==> src/rtl/nabp_swap_pkg.sv <==
// Shared types and helpers for the N-bank swap rotator.
// Optional stall statistics are enabled with SWAP_ROTATOR_STATS_EN (see nabp_swap_rotator).
package nabp_swap_pkg;

  typedef enum logic [1:0] {
    ST_IDLE       = 2'd0,
    ST_PREPROCESS = 2'd1,
    ST_FILL       = 2'd2,
    ST_DRAIN      = 2'd3
  } state_e;

  localparam int unsigned STALL_W = 32;

  // One-hot of a bank index; callers truncate to their bank count.
  function automatic logic [31:0] onehot32(input int unsigned idx);
    return 32'd1 << idx;
  endfunction

  // Modulo increment with an explicit wrap compare (works for non-power-of-2 moduli).
  function automatic int unsigned wrap_inc(input int unsigned v, input int unsigned modulus);
    return ((v + 32'd1) == modulus) ? 32'd0 : (v + 32'd1);
  endfunction

endpackage

==> src/rtl/nabp_wrap_counter.sv <==
// Modulo-MODULUS counter with increment enable, used for the fill and shift bank pointers.
module nabp_wrap_counter
  import nabp_swap_pkg::*;
#(
  parameter int unsigned MODULUS = 2,
  parameter int unsigned W       = 1
) (
  input  logic         clk,
  input  logic         reset_n,
  input  logic         inc,
  output logic [W-1:0] value
);

  logic [W-1:0] value_q, value_d;

  always_comb begin
    value_d = value_q;
    if (inc) value_d = W'(wrap_inc(32'(value_q), MODULUS));
  end

  always_ff @(posedge clk or negedge reset_n) begin
    if (!reset_n) value_q <= '0;
    else          value_q <= value_d;
  end

  assign value = value_q;

endmodule

==> src/rtl/nabp_swap_rotator.sv <==
// Rotates NUM_BANKS line buffers through fill -> shift roles for one projection pass.
// Define SWAP_ROTATOR_STATS_EN to add the stall_cycles queue-full counter output.
module nabp_swap_rotator
  import nabp_swap_pkg::*;
#(
  parameter int unsigned NUM_BANKS  = 2,
  parameter int unsigned NUM_ANGLES = 180,
  parameter int unsigned BANK_W     = $clog2(NUM_BANKS),
  parameter int unsigned ANGLE_W    = $clog2(NUM_ANGLES + 1)
) (
  input  logic                 clk,
  input  logic                 reset_n,
  input  logic                 na_kick,
  input  logic                 preprocess_done,
  input  logic [NUM_BANKS-1:0] sw_swap_ready,
  input  logic [NUM_BANKS-1:0] sw_next_itr,
  output logic [NUM_BANKS-1:0] sw_swap,
  output logic [NUM_BANKS-1:0] sw_next_itr_ack,
  output logic [BANK_W-1:0]    fill_sel,
  output logic [BANK_W-1:0]    shift_sel,
  output logic [ANGLE_W-1:0]   angle,
  output logic                 pe_kick,
  output logic                 pe_en,
  output logic                 pe_scan_mode,
  output logic                 pass_done
`ifdef SWAP_ROTATOR_STATS_EN
  ,
  output logic [STALL_W-1:0]   stall_cycles
`endif
);

  localparam logic [BANK_W-1:0]  PEND_MAX   = BANK_W'(NUM_BANKS - 1);
  localparam logic [ANGLE_W-1:0] ANGLE_LAST = ANGLE_W'(NUM_ANGLES);

  state_e               state_q, state_d;
  logic [BANK_W-1:0]    pending_q, pending_d;
  logic [ANGLE_W-1:0]   angle_q, angle_d;
  logic                 scan_q, scan_d;
  logic                 pe_kick_q, pe_kick_d;
  logic                 pass_done_q, pass_done_d;
  logic [BANK_W-1:0]    fill_sel_w, shift_sel_w;
  logic                 swap_c, drain_c;

  nabp_wrap_counter #(.MODULUS(NUM_BANKS), .W(BANK_W)) u_fill_ctr (
    .clk(clk), .reset_n(reset_n), .inc(swap_c), .value(fill_sel_w)
  );

  nabp_wrap_counter #(.MODULUS(NUM_BANKS), .W(BANK_W)) u_shift_ctr (
    .clk(clk), .reset_n(reset_n), .inc(drain_c), .value(shift_sel_w)
  );

  // A full queue still accepts a bank when one drains in the same cycle.
  always_comb begin
    drain_c = (pending_q != '0) && sw_next_itr[shift_sel_w];
    swap_c  = (state_q == ST_FILL) && sw_swap_ready[fill_sel_w] &&
              ((pending_q < PEND_MAX) || drain_c);
  end

  always_comb begin
    pending_d = pending_q;
    case ({swap_c, drain_c})
      2'b10:   pending_d = pending_q + BANK_W'(1);
      2'b01:   pending_d = pending_q - BANK_W'(1);
      default: pending_d = pending_q;
    endcase
  end

  always_comb begin
    state_d     = state_q;
    angle_d     = angle_q;
    scan_d      = scan_q ^ drain_c;
    pe_kick_d   = 1'b0;
    pass_done_d = 1'b0;
    if (swap_c) angle_d = angle_q + ANGLE_W'(1);
    case (state_q)
      ST_IDLE: begin
        if (na_kick) begin
          state_d   = ST_PREPROCESS;
          angle_d   = '0;
          scan_d    = 1'b0;
          pe_kick_d = 1'b1;
        end
      end
      ST_PREPROCESS: if (preprocess_done) state_d = ST_FILL;
      ST_FILL:       if (swap_c && (angle_d == ANGLE_LAST)) state_d = ST_DRAIN;
      ST_DRAIN: begin
        if (pending_d == '0) begin
          state_d     = ST_IDLE;
          pass_done_d = 1'b1;
        end
      end
      default: state_d = ST_IDLE;
    endcase
  end

  always_ff @(posedge clk or negedge reset_n) begin
    if (!reset_n) begin
      state_q     <= ST_IDLE;
      pending_q   <= '0;
      angle_q     <= '0;
      scan_q      <= 1'b0;
      pe_kick_q   <= 1'b0;
      pass_done_q <= 1'b0;
    end else begin
      state_q     <= state_d;
      pending_q   <= pending_d;
      angle_q     <= angle_d;
      scan_q      <= scan_d;
      pe_kick_q   <= pe_kick_d;
      pass_done_q <= pass_done_d;
    end
  end

  assign sw_swap         = swap_c  ? NUM_BANKS'(onehot32(32'(fill_sel_w)))  : '0;
  assign sw_next_itr_ack = drain_c ? NUM_BANKS'(onehot32(32'(shift_sel_w))) : '0;
  assign fill_sel        = fill_sel_w;
  assign shift_sel       = shift_sel_w;
  assign angle           = angle_q;
  assign pe_kick         = pe_kick_q;
  assign pe_en           = (pending_q != '0);
  assign pe_scan_mode    = scan_q;
  assign pass_done       = pass_done_q;

`ifdef SWAP_ROTATOR_STATS_EN
  logic [STALL_W-1:0] stall_q, stall_d;

  // Ready bank turned away because the queue is full; saturating.
  always_comb begin
    stall_d = stall_q;
    if ((state_q == ST_IDLE) && na_kick)
      stall_d = '0;
    else if ((state_q == ST_FILL) && sw_swap_ready[fill_sel_w] && !swap_c && (stall_q != '1))
      stall_d = stall_q + STALL_W'(1);
  end

  always_ff @(posedge clk or negedge reset_n) begin
    if (!reset_n) stall_q <= '0;
    else          stall_q <= stall_d;
  end

  assign stall_cycles = stall_q;
`else
  // Stall statistics not built.
`endif

endmodule

==> config.mk <==
export PLATFORM = sky130hd
export DESIGN_NAME = nabp_swap_rotator
export DESIGN_NICKNAME = d
export VERILOG_FILES = /design/src/rtl/nabp_swap_pkg.sv /design/src/rtl/nabp_wrap_counter.sv /design/src/rtl/nabp_swap_rotator.sv
export SDC_FILE = /design/constraint.sdc
export NUM_CORES = 1
export LEC_CHECK = 0
export BUFFER_PORTS_ARGS = -buffer_cell sky130_fd_sc_hd__buf_2
export CELL_PAD_IN_SITES_DETAIL_PLACEMENT = 1
export CELL_PAD_IN_SITES_GLOBAL_PLACEMENT = 1
export CORE_MARGIN = 2
export CORE_UTILIZATION = 30
export DETAILED_ROUTE_END_ITERATION = 12
export GPL_ROUTABILITY_DRIVEN = 0
export GPL_TIMING_DRIVEN = 1
export PLACE_DENSITY_LB_ADDON = 0.1
export SETUP_SLACK_MARGIN = 0.2
export SYNTH_ARGS = -nofsm -noshare
export SYNTH_HDL_FRONTEND = slang
export SYNTH_SLANG_ARGS = --single-unit
==> constraint.sdc <==
create_clock -name clk -period 5.6 [get_ports clk]
set_clock_uncertainty 0.15 [all_clocks]
set_input_delay 0.28 -clock clk [delete_from_list [all_inputs] [get_ports clk]]
set_output_delay 0.28 -clock clk [all_outputs]
set_load 0.05 [all_outputs]
==> results of run 1 <==
==> final timing paths <==
| check | start | cells past startpoint | endpoint | slack [ns] |
|---|---|---|---|---|
| setup / recovery | state_q[0]$_DFFE_PN0P_ | 11 | state_q[1]$_DFFE_PN0P_ | 2.68 |
| setup reg to reg | state_q[0]$_DFFE_PN0P_ | 11 | state_q[1]$_DFFE_PN0P_ | 2.68 |
| hold / removal | sw_next_itr[1] | 3 | u_shift_ctr.value$_DFFE_PN0P_ | 0.23 |
| hold reg to reg | pe_scan_mode$_DFF_PN0_ | 2 | pe_scan_mode$_DFF_PN0_ | 0.40 |
| min in group asynchronous | reset_n | 2 | angle[0]$_DFF_PN0_ | 0.27 |
| max in group asynchronous | reset_n | 2 | pass_done$_DFF_PN0_ | 4.75 |
==> flip-flops by register name, indices dropped and copies added, names as in the netlist <==
name               count
pass_done              1
u_fill_ctr.value       1
pe_kick                1
state_q                2
angle                  8
pe_scan_mode           1
pe_en                  1
u_shift_ctr.value      1
==> final cells by class <==
| class | instances | area (µm²) |
|---|---|---|
| Fill cell | 380 | 1880 |
| Multi-Input combinational cell | 73 | 534 |
| Sequential cell | 16 | 400 |
| Timing Repair Buffer | 26 | 135 |
| Tap cell | 44 | 55.1 |
| Clock buffer | 4 | 36.3 |
| Inverter | 9 | 36.3 |
==> placed cells by master (no fill, tap or decap) <==
cell / netlist / final
mux2i_1: 2 / 2
o32a_2: 1 / 1
clkbuf_8: 0 / 1
nor2b_1: 1 / 1
nand2_1: 9 / 9
nand3_1: 3 / 3
buf_2: 0 / 25
a221o_1: 1 / 1
a21oi_1: 1 / 1
dlygate4sd3_1: 0 / 1
xor2_1: 4 / 4
mux2_4: 1 / 1
ha_1: 8 / 8
o41ai_2: 1 / 1
clkbuf_4: 0 / 3
nand2b_1: 1 / 1
and2_2: 1 / 1
nor4_1: 1 / 1
and2_1: 1 / 1
nor3_1: 1 / 1
o22ai_1: 1 / 1
o21bai_1: 1 / 1
inv_4: 1 / 1
nand4_1: 3 / 3
o311a_1: 1 / 1
o211ai_2: 1 / 1
o21ai_0: 1 / 1
a21oi_2: 1 / 1
a311oi_4: 1 / 1
dfrtp_1: 16 / 16
xnor2_1: 7 / 7
nor2_1: 16 / 16
and3_1: 3 / 3
inv_1: 8 / 8
==> cells by family after synthesis <==
kind of cell / after synthesis
compound gates: 11
xor+xnor: 11
fa+ha+maj: 8
buf+inv: 12
flops: 16
mux: 3
simple gates: 40
==> timing repair <==
action / CTS / global route
gates resized for setup: 0 / 0
setup buffers: 0 / 0
hold endpoints to repair: 16 / 0
hold buffers: 1 / 0
==> per-layer routing <==
| layer | track usage | vias to the layer above | wire [µm] |
|---|---|---|---|
| met5 | 0 | - | 0 |
| met4 | 0.0280 | 0 | 15 |
| met3 | 0.0441 | 2 | 74 |
| met2 | 0.222 | 14 | 1060 |
| met1 | 0.170 | 383 | 1010 |
| li1 | - | 393 | - |
==> worst max-delay path, cell delays in order, from the launching register on <==
cell and delay, ns:
dfrtp_1 0.43, inv_1 0.12, ha_1 0.23, inv_1 0.09
a311oi_4 0.41, inv_4 0.12, ha_1 0.20, o21ai_0 0.15
nand2_1 0.11, a221o_1 0.34, a21oi_2 0.16, mux2_4 0.31
==> metrics by stage <==
stage / worst slack (ns) / total power [mW]
2_1_floorplan: 2.63 / 0.452
3_3_place_gp: 2.78 / 0.521
3_5_place_dp: 2.70 / 0.529
4_1_cts: 2.68 / 0.611
5_1_grt: 2.47 / 0.652
6_report: 2.68 / 0.602
==> power breakdown <==
group / leakage, nW / internal [mW] / switching [mW]
clock: 0.0210 / 0.0396 / 0.0395
sequential: 0.209 / 0.151 / 0.0442
combinational: 0.382 / 0.109 / 0.219
total: 0.612 / 0.299 / 0.303
==> summary.md, run 1 <==
| Metric | Value |
|---|---|
| Pin slew with the least headroom to its limit | `around 0.46 ns` |
| CTS Sinks | `16` |
| Yosys top cell area share | `0.408` |
| Crit path capture type | `flop` |
| Fin. max-slew vios | `0` |
| Worst-path clk slew | `0.11 ns` |
| RSZ-0062 raised after global routing | `no` |
| Pwr dens | `503 mW/mm²` |
| Synth-to-layout area growth | `21.9%` |
| Worst Path Arrival | `between 2 and 3 ns` |
| DR WL/cell | `between 10 and 15 µm` |
| Yosys Warn Count | `0` |
| Status | `finished clean` |
| Yosys cell types | `31` |
| Leak Pwr | `between 0.6 and 0.7 nW` |
| Ratio of final minimum period to clock period | `0.521` |
| WS Path Type | `flop to flop` |
| Die width | `between 60 and 70 µm` |
| Max VDD drop | `roughly 220 µV` |
| MaxCap Viol Count | `0` |
| First-pass GRT wire length | `3620 µm` |
| Via density per instance | `roughly 4.6` |
| Setup TNS | `0 ns` |
| Req. time, crit path | `5.64 ns` |
| Post-synthesis register bit count | `16` |
| Synth Area in XOR/XNOR | `0.0981` |
| Post-layout net count | `145` |
| Post-route minimum period | `~2.9 ns` |
| Simple-Gate Fraction of Synth Area | `0.187` |
| Area contributors post-synth | `dfrtp_1 41%, ha_1 10%, xnor2_1 6.2%` |
| All-Layer GR Usage | `0.134` |
| Top_reg_cell synth | `dfrtp_1` |
| TritonCTS Buffers | `3` |
| Total gr overflow | `0` |
| Critical-path maximum fanout | `9` |
| Final core occ | `0.389` |
| Iter 0 DRT Violations | `20` |
| Final WL | `about 2200 µm` |
| Final hold viol count | `0` |
| DRC | `0` |
| Number of synthesized flops with an enable pin | `0` |
| Die height | `just over 60 µm` |
| Startpoint Class | `flop` |
| Clk buf depth | `2` |
| Worst slew margin | `0.692` |
| Routed Antenna Nets | `0` |
| Synthesized cell area | `roughly 1000 µm²` |
| Root Buffer | `clkbuf_4` |
| Main combinational cell family by area after synthesis | `simple AND/OR/NAND/NOR gates` |
| Post-route cell area | `around 0.0012 mm²` |
| Share of layout cells above drive strength 1 | `0.289` |
| # placed instances | `about 170` |
| # H-tree levels | `1` |
| DR vias | `about 790` |
| Register area share after synthesis | `0.408` |
| Adder-cell share of the synthesized area | `0.102` |
| Finished Layout Cells | `172` |
| Core Area | `about 0.0031 mm²` |
| Mapped Cells | `slightly above 100` |
| Initial Util | `0.319` |
| Drt pass-1 iters | `2` |
| Yosys top cell by area | `dfrtp_1` |
| CTS tree | `built` |
| Number of diodes | `0` |
| Setup Viol. Count Final | `0` |
| Clock latency on the worst-skew pair | `a little under 0.3 ns` |
| Fmax | `343 MHz` |
| Die area | `between 0.003 and 0.004 mm²` |
| Dpl hpwl | `around 1700 µm` |
| Row count | `20` |
| Post-synthesis mux area share | `0.0357` |
| Ys async rst share | `1.00` |
| Syn_area_per_cell | `about 9.7 µm²` |
| Synth top cells by count | `16 x dfrtp_1, 16 x nor2_1, 9 x nand2_1` |
| Pin count of the biggest net entering global routing | `17` |
| Initial antenna violation count | `0` |
| Post-synthesis compound-gate area fraction | `0.121` |
| Final hold slack | `~0.23 ns` |
| Syn Nets | `approximately 120` |
| Min-Delay Path Class | `input port to flop` |
| Placed cell areas | `approximately 0.0012 mm²` |
| Vias in the first global route | `~800` |
| Port Buffers | `25` |
| Num ports | `26` |
Note: power is estimated with default switching activity, not from simulation.
==> run 2: changes to the inputs <==
==> constraint.sdc (replaced) <==
create_clock -name clk -period 2.4 [get_ports clk]
set_clock_uncertainty 0.15 [all_clocks]
set_input_delay 0.12 -clock clk [delete_from_list [all_inputs] [get_ports clk]]
set_output_delay 0.12 -clock clk [all_outputs]
set_load 0.05 [all_outputs]
==> summary.md, run 2 (synthesis results as in run 1) <==
| Metric | Value |
|---|---|
| Most frequent cells in the layout | `24 x buf_2, 19 x buf_4, 15 x nor2_1` |
| Comb power frac | `0.626 (+0.082)` |
| Worst Path Arrival | `2.53 ns (-0.42 ns)` |
| MaxCap Viol Count | `0 (unchanged)` |
| Fmax | `403 MHz (+18%)` |
| Initial antenna violation count | `0 (unchanged)` |
| R2R depth | `9 (-2)` |
| Final hold viol count | `0 (unchanged)` |
| Switching part of the total | `0.468 (-0.0347)` |
| Num ports | `26 (unchanged)` |
| DR vias | `896 (+13%)` |
| FF-to-FF setup slack | `-0.08 ns (-2.76 ns)` |
| DR WL/cell | `13.7 µm (+8.8%)` |
| Core Area | `0.00308 mm² (unchanged)` |
| Busiest layer in global routing | `met2` |
| Clk buf depth | `2 (unchanged)` |
| Leak Pwr | `0.747 nW (+22%)` |
| Iter 0 DRT Violations | `30 (+50%)` |
| Final hold slack | `0.106 ns (-0.119 ns)` |
| Footprint of the multi-input gates | `602 µm² (+13%)` |
| Max VDD drop | `441 µV (+97%)` |
| # H-tree levels | `1 (unchanged)` |
| First-pass GRT wire length | `4320 µm (+19%)` |
| DRC | `0 (unchanged)` |
| Violated checks | `setup timing` |
| Die width | `61.2 µm (unchanged)` |
| Ratio of final minimum period to clock period | `1.03 (+0.513)` |
| Crit path capture type | `flop` |
| Share of layout cells above drive strength 1 | `0.473 (+0.184)` |
| Status | `complete, but fails checks` |
| CTS tree | `built` |
| WS Path Type | `flop to flop` |
| Fin. max-slew vios | `0 (unchanged)` |
| Commonest non-fill, non-tap cell in the layout | `buf_2` |
| FF-to-FF Start | `u_fill_ctr.value$_DFFE_PN0N_` |
| Initial Util | `0.319 (unchanged)` |
| Vias in the first global route | `916 (+18%)` |
| Worst path slowest cell | `dfrtp_2` |
| RSZ-0062 raised after global routing | `yes` |
| Internal | `0.915 mW (+210%)` |
| CTS Sinks | `16 (unchanged)` |
| Grt met3 use | `0.0462 (+0.00210)` |
| Dpl hpwl | `1940 µm (+14%)` |
| Pin slew with the least headroom to its limit | `0.411 ns (-0.0509 ns)` |
| Pwr dens | `1200 mW/mm² (+140%)` |
| Startpoint Class | `flop` |
| GR Util met1 | `0.184 (+0.0146)` |
| Filler Cells Inserted | `365 (-3.9%)` |
| Critical-path maximum fanout | `4 (-5)` |
| Largest register FFs | `8 (unchanged)` |
| Pin count of the biggest net entering global routing | `17 (unchanged)` |
| CP Cell Sequence | `mux2i_2 -> a311oi_4 -> inv_4 -> ha_4 -> o21ai_2 -> nand2_1 -> a221o_1 -> a21oi_2 -> mux2_4` |
| Final Worst Setup Slack | `-0.0815 ns (-2.76 ns)` |
| Finished Layout Cells | `192 (+12%)` |
| Port Buffers | `25 (unchanged)` |
| Clock latency on the worst-skew pair | `0.30 ns (about the same)` |
| Synth-to-layout area growth | `45.9%` |
| Min-Delay Path Class | `input port to asynchronous set/reset pin` |
| Worst slew margin | `0.726 (+0.0339)` |
| Final WL | `2630 µm (+21%)` |
| CP max stage delay | `0.44 ns (about the same)` |
| Seq pwr share | `0.263 (-0.062)` |
| Req. time, crit path | `2.45 ns (-3.19 ns)` |
| Post-route minimum period | `2.48 ns (-0.436 ns)` |
| Met2 Use GR | `0.289 (+0.0669)` |
| All-Layer GR Usage | `0.159 (+0.0257)` |
| TritonCTS Buffers | `3 (unchanged)` |
| Setup Viol. Count Final | `2 (+2)` |
| Register area | `404 µm² (+0.94%)` |
| Die height | `61.2 µm (unchanged)` |
| Number of diodes | `0 (unchanged)` |
| Row count | `20 (unchanged)` |
| Post-layout net count | `165 (+14%)` |
| Root Buffer | `clkbuf_4` |
| Drt pass-1 iters | `4 (+2)` |
| Die area | `0.00375 mm² (unchanged)` |
| Worst-path clk slew | `0.11 ns (about the same)` |
| Total gr overflow | `0 (unchanged)` |
| Net Sw Power | `0.806 mW (+170%)` |
| Clk pwr share | `0.111 (-0.020)` |
| Reg2reg end | `state_q[1]$_DFFE_PN0P_` |
| Setup slack at placement | `-0.157 ns (-2.86 ns)` |
| Via density per instance | `4.67 (+1.3%)` |
| Setup TNS | `-0.143 ns (-0.143 ns)` |
| Routed Antenna Nets | `0 (unchanged)` |
| # placed instances | `181 (+8.4%)` |
## run 2: routing by layer
metal / share of wire / vias to the layer above / wire (µm)
met3: 0.034 / 2 / 89
met1: 0.43 / 450 / 1120
met4: 0.0069 / 0 / 18
met2: 0.53 / 12 / 1400
met5: 0 / - / 0
li1: - / 432 / -
## run 2: through the flow
stage	util	total power [mW]	cell area (µm²)
floorplan	-	1.08	1010
global placement	0.418	1.36	1290
detailed placement	0.418	1.39	1290
CTS	0.460	1.72	1420
global route	0.465	1.83	1430
finish	0.465	1.72	1430
## run 2: repair_timing
item,in CTS,in global routing
hold buffers,1,0
endpoints found under the hold margin,16,0
endpoints found under the setup margin,2,4
setup buffers,5,1
pin swaps,11,2
gates resized for setup,9,3
## run 2: how the worst max path moves through the flow
stage / startpoint / to / slack [ns] / cells after the start
finish: u_fill_ctr.value$_DFFE_PN0N_ / state_q[1]$_DFFE_PN0P_ / -0.08 / 9
global route: u_fill_ctr.value$_DFFE_PN0N_ / state_q[1]$_DFFE_PN0P_ / -0.19 / 9
CTS: state_q[0]$_DFFE_PN0P_ / state_q[1]$_DFFE_PN0P_ / -0.10 / 11
detailed placement: state_q[0]$_DFFE_PN0P_ / state_q[1]$_DFFE_PN0P_ / -0.16 / 11
global placement: state_q[0]$_DFFE_PN0P_ / state_q[1]$_DFFE_PN0P_ / -0.05 / 10
floorplan: u_fill_ctr.value$_DFFE_PN0N_ / state_q[1]$_DFFE_PN0P_ / -0.27 / 9
## run 2: layout make-up
cell class | instances | area share
Inverter | 9 | 0.0253
Clock buffer | 4 | 0.0253
Multi-Input combinational cell | 73 | 0.420
Timing Repair Buffer | 46 | 0.209
Sequential cell | 16 | 0.282
Tap cell | 44 | 0.0384
## run 2: power by group through the flow
stage	Sequential [mW]	Combinational (mW)	Clock [mW]
after floorplan	0.666	0.412	0
after global placement	0.444	0.921	0
after detailed placement	0.449	0.942	0
after CTS	0.452	1.07	0.201
after global routing	0.464	1.16	0.206
final	0.452	1.08	0.191
## run 2: critical path: cells and delay by family (launching register included)
| kind | cells | cell delay [ns] |
|---|---|---|
| AOI/OAI and AO/OA | 4 | 0.98 |
| DFF | 1 | 0.44 |
| muxes | 2 | 0.48 |
| and+or+nand+nor | 1 | 0.08 |
| adders and majority gates | 1 | 0.16 |
| buffers and inverters | 1 | 0.08 |
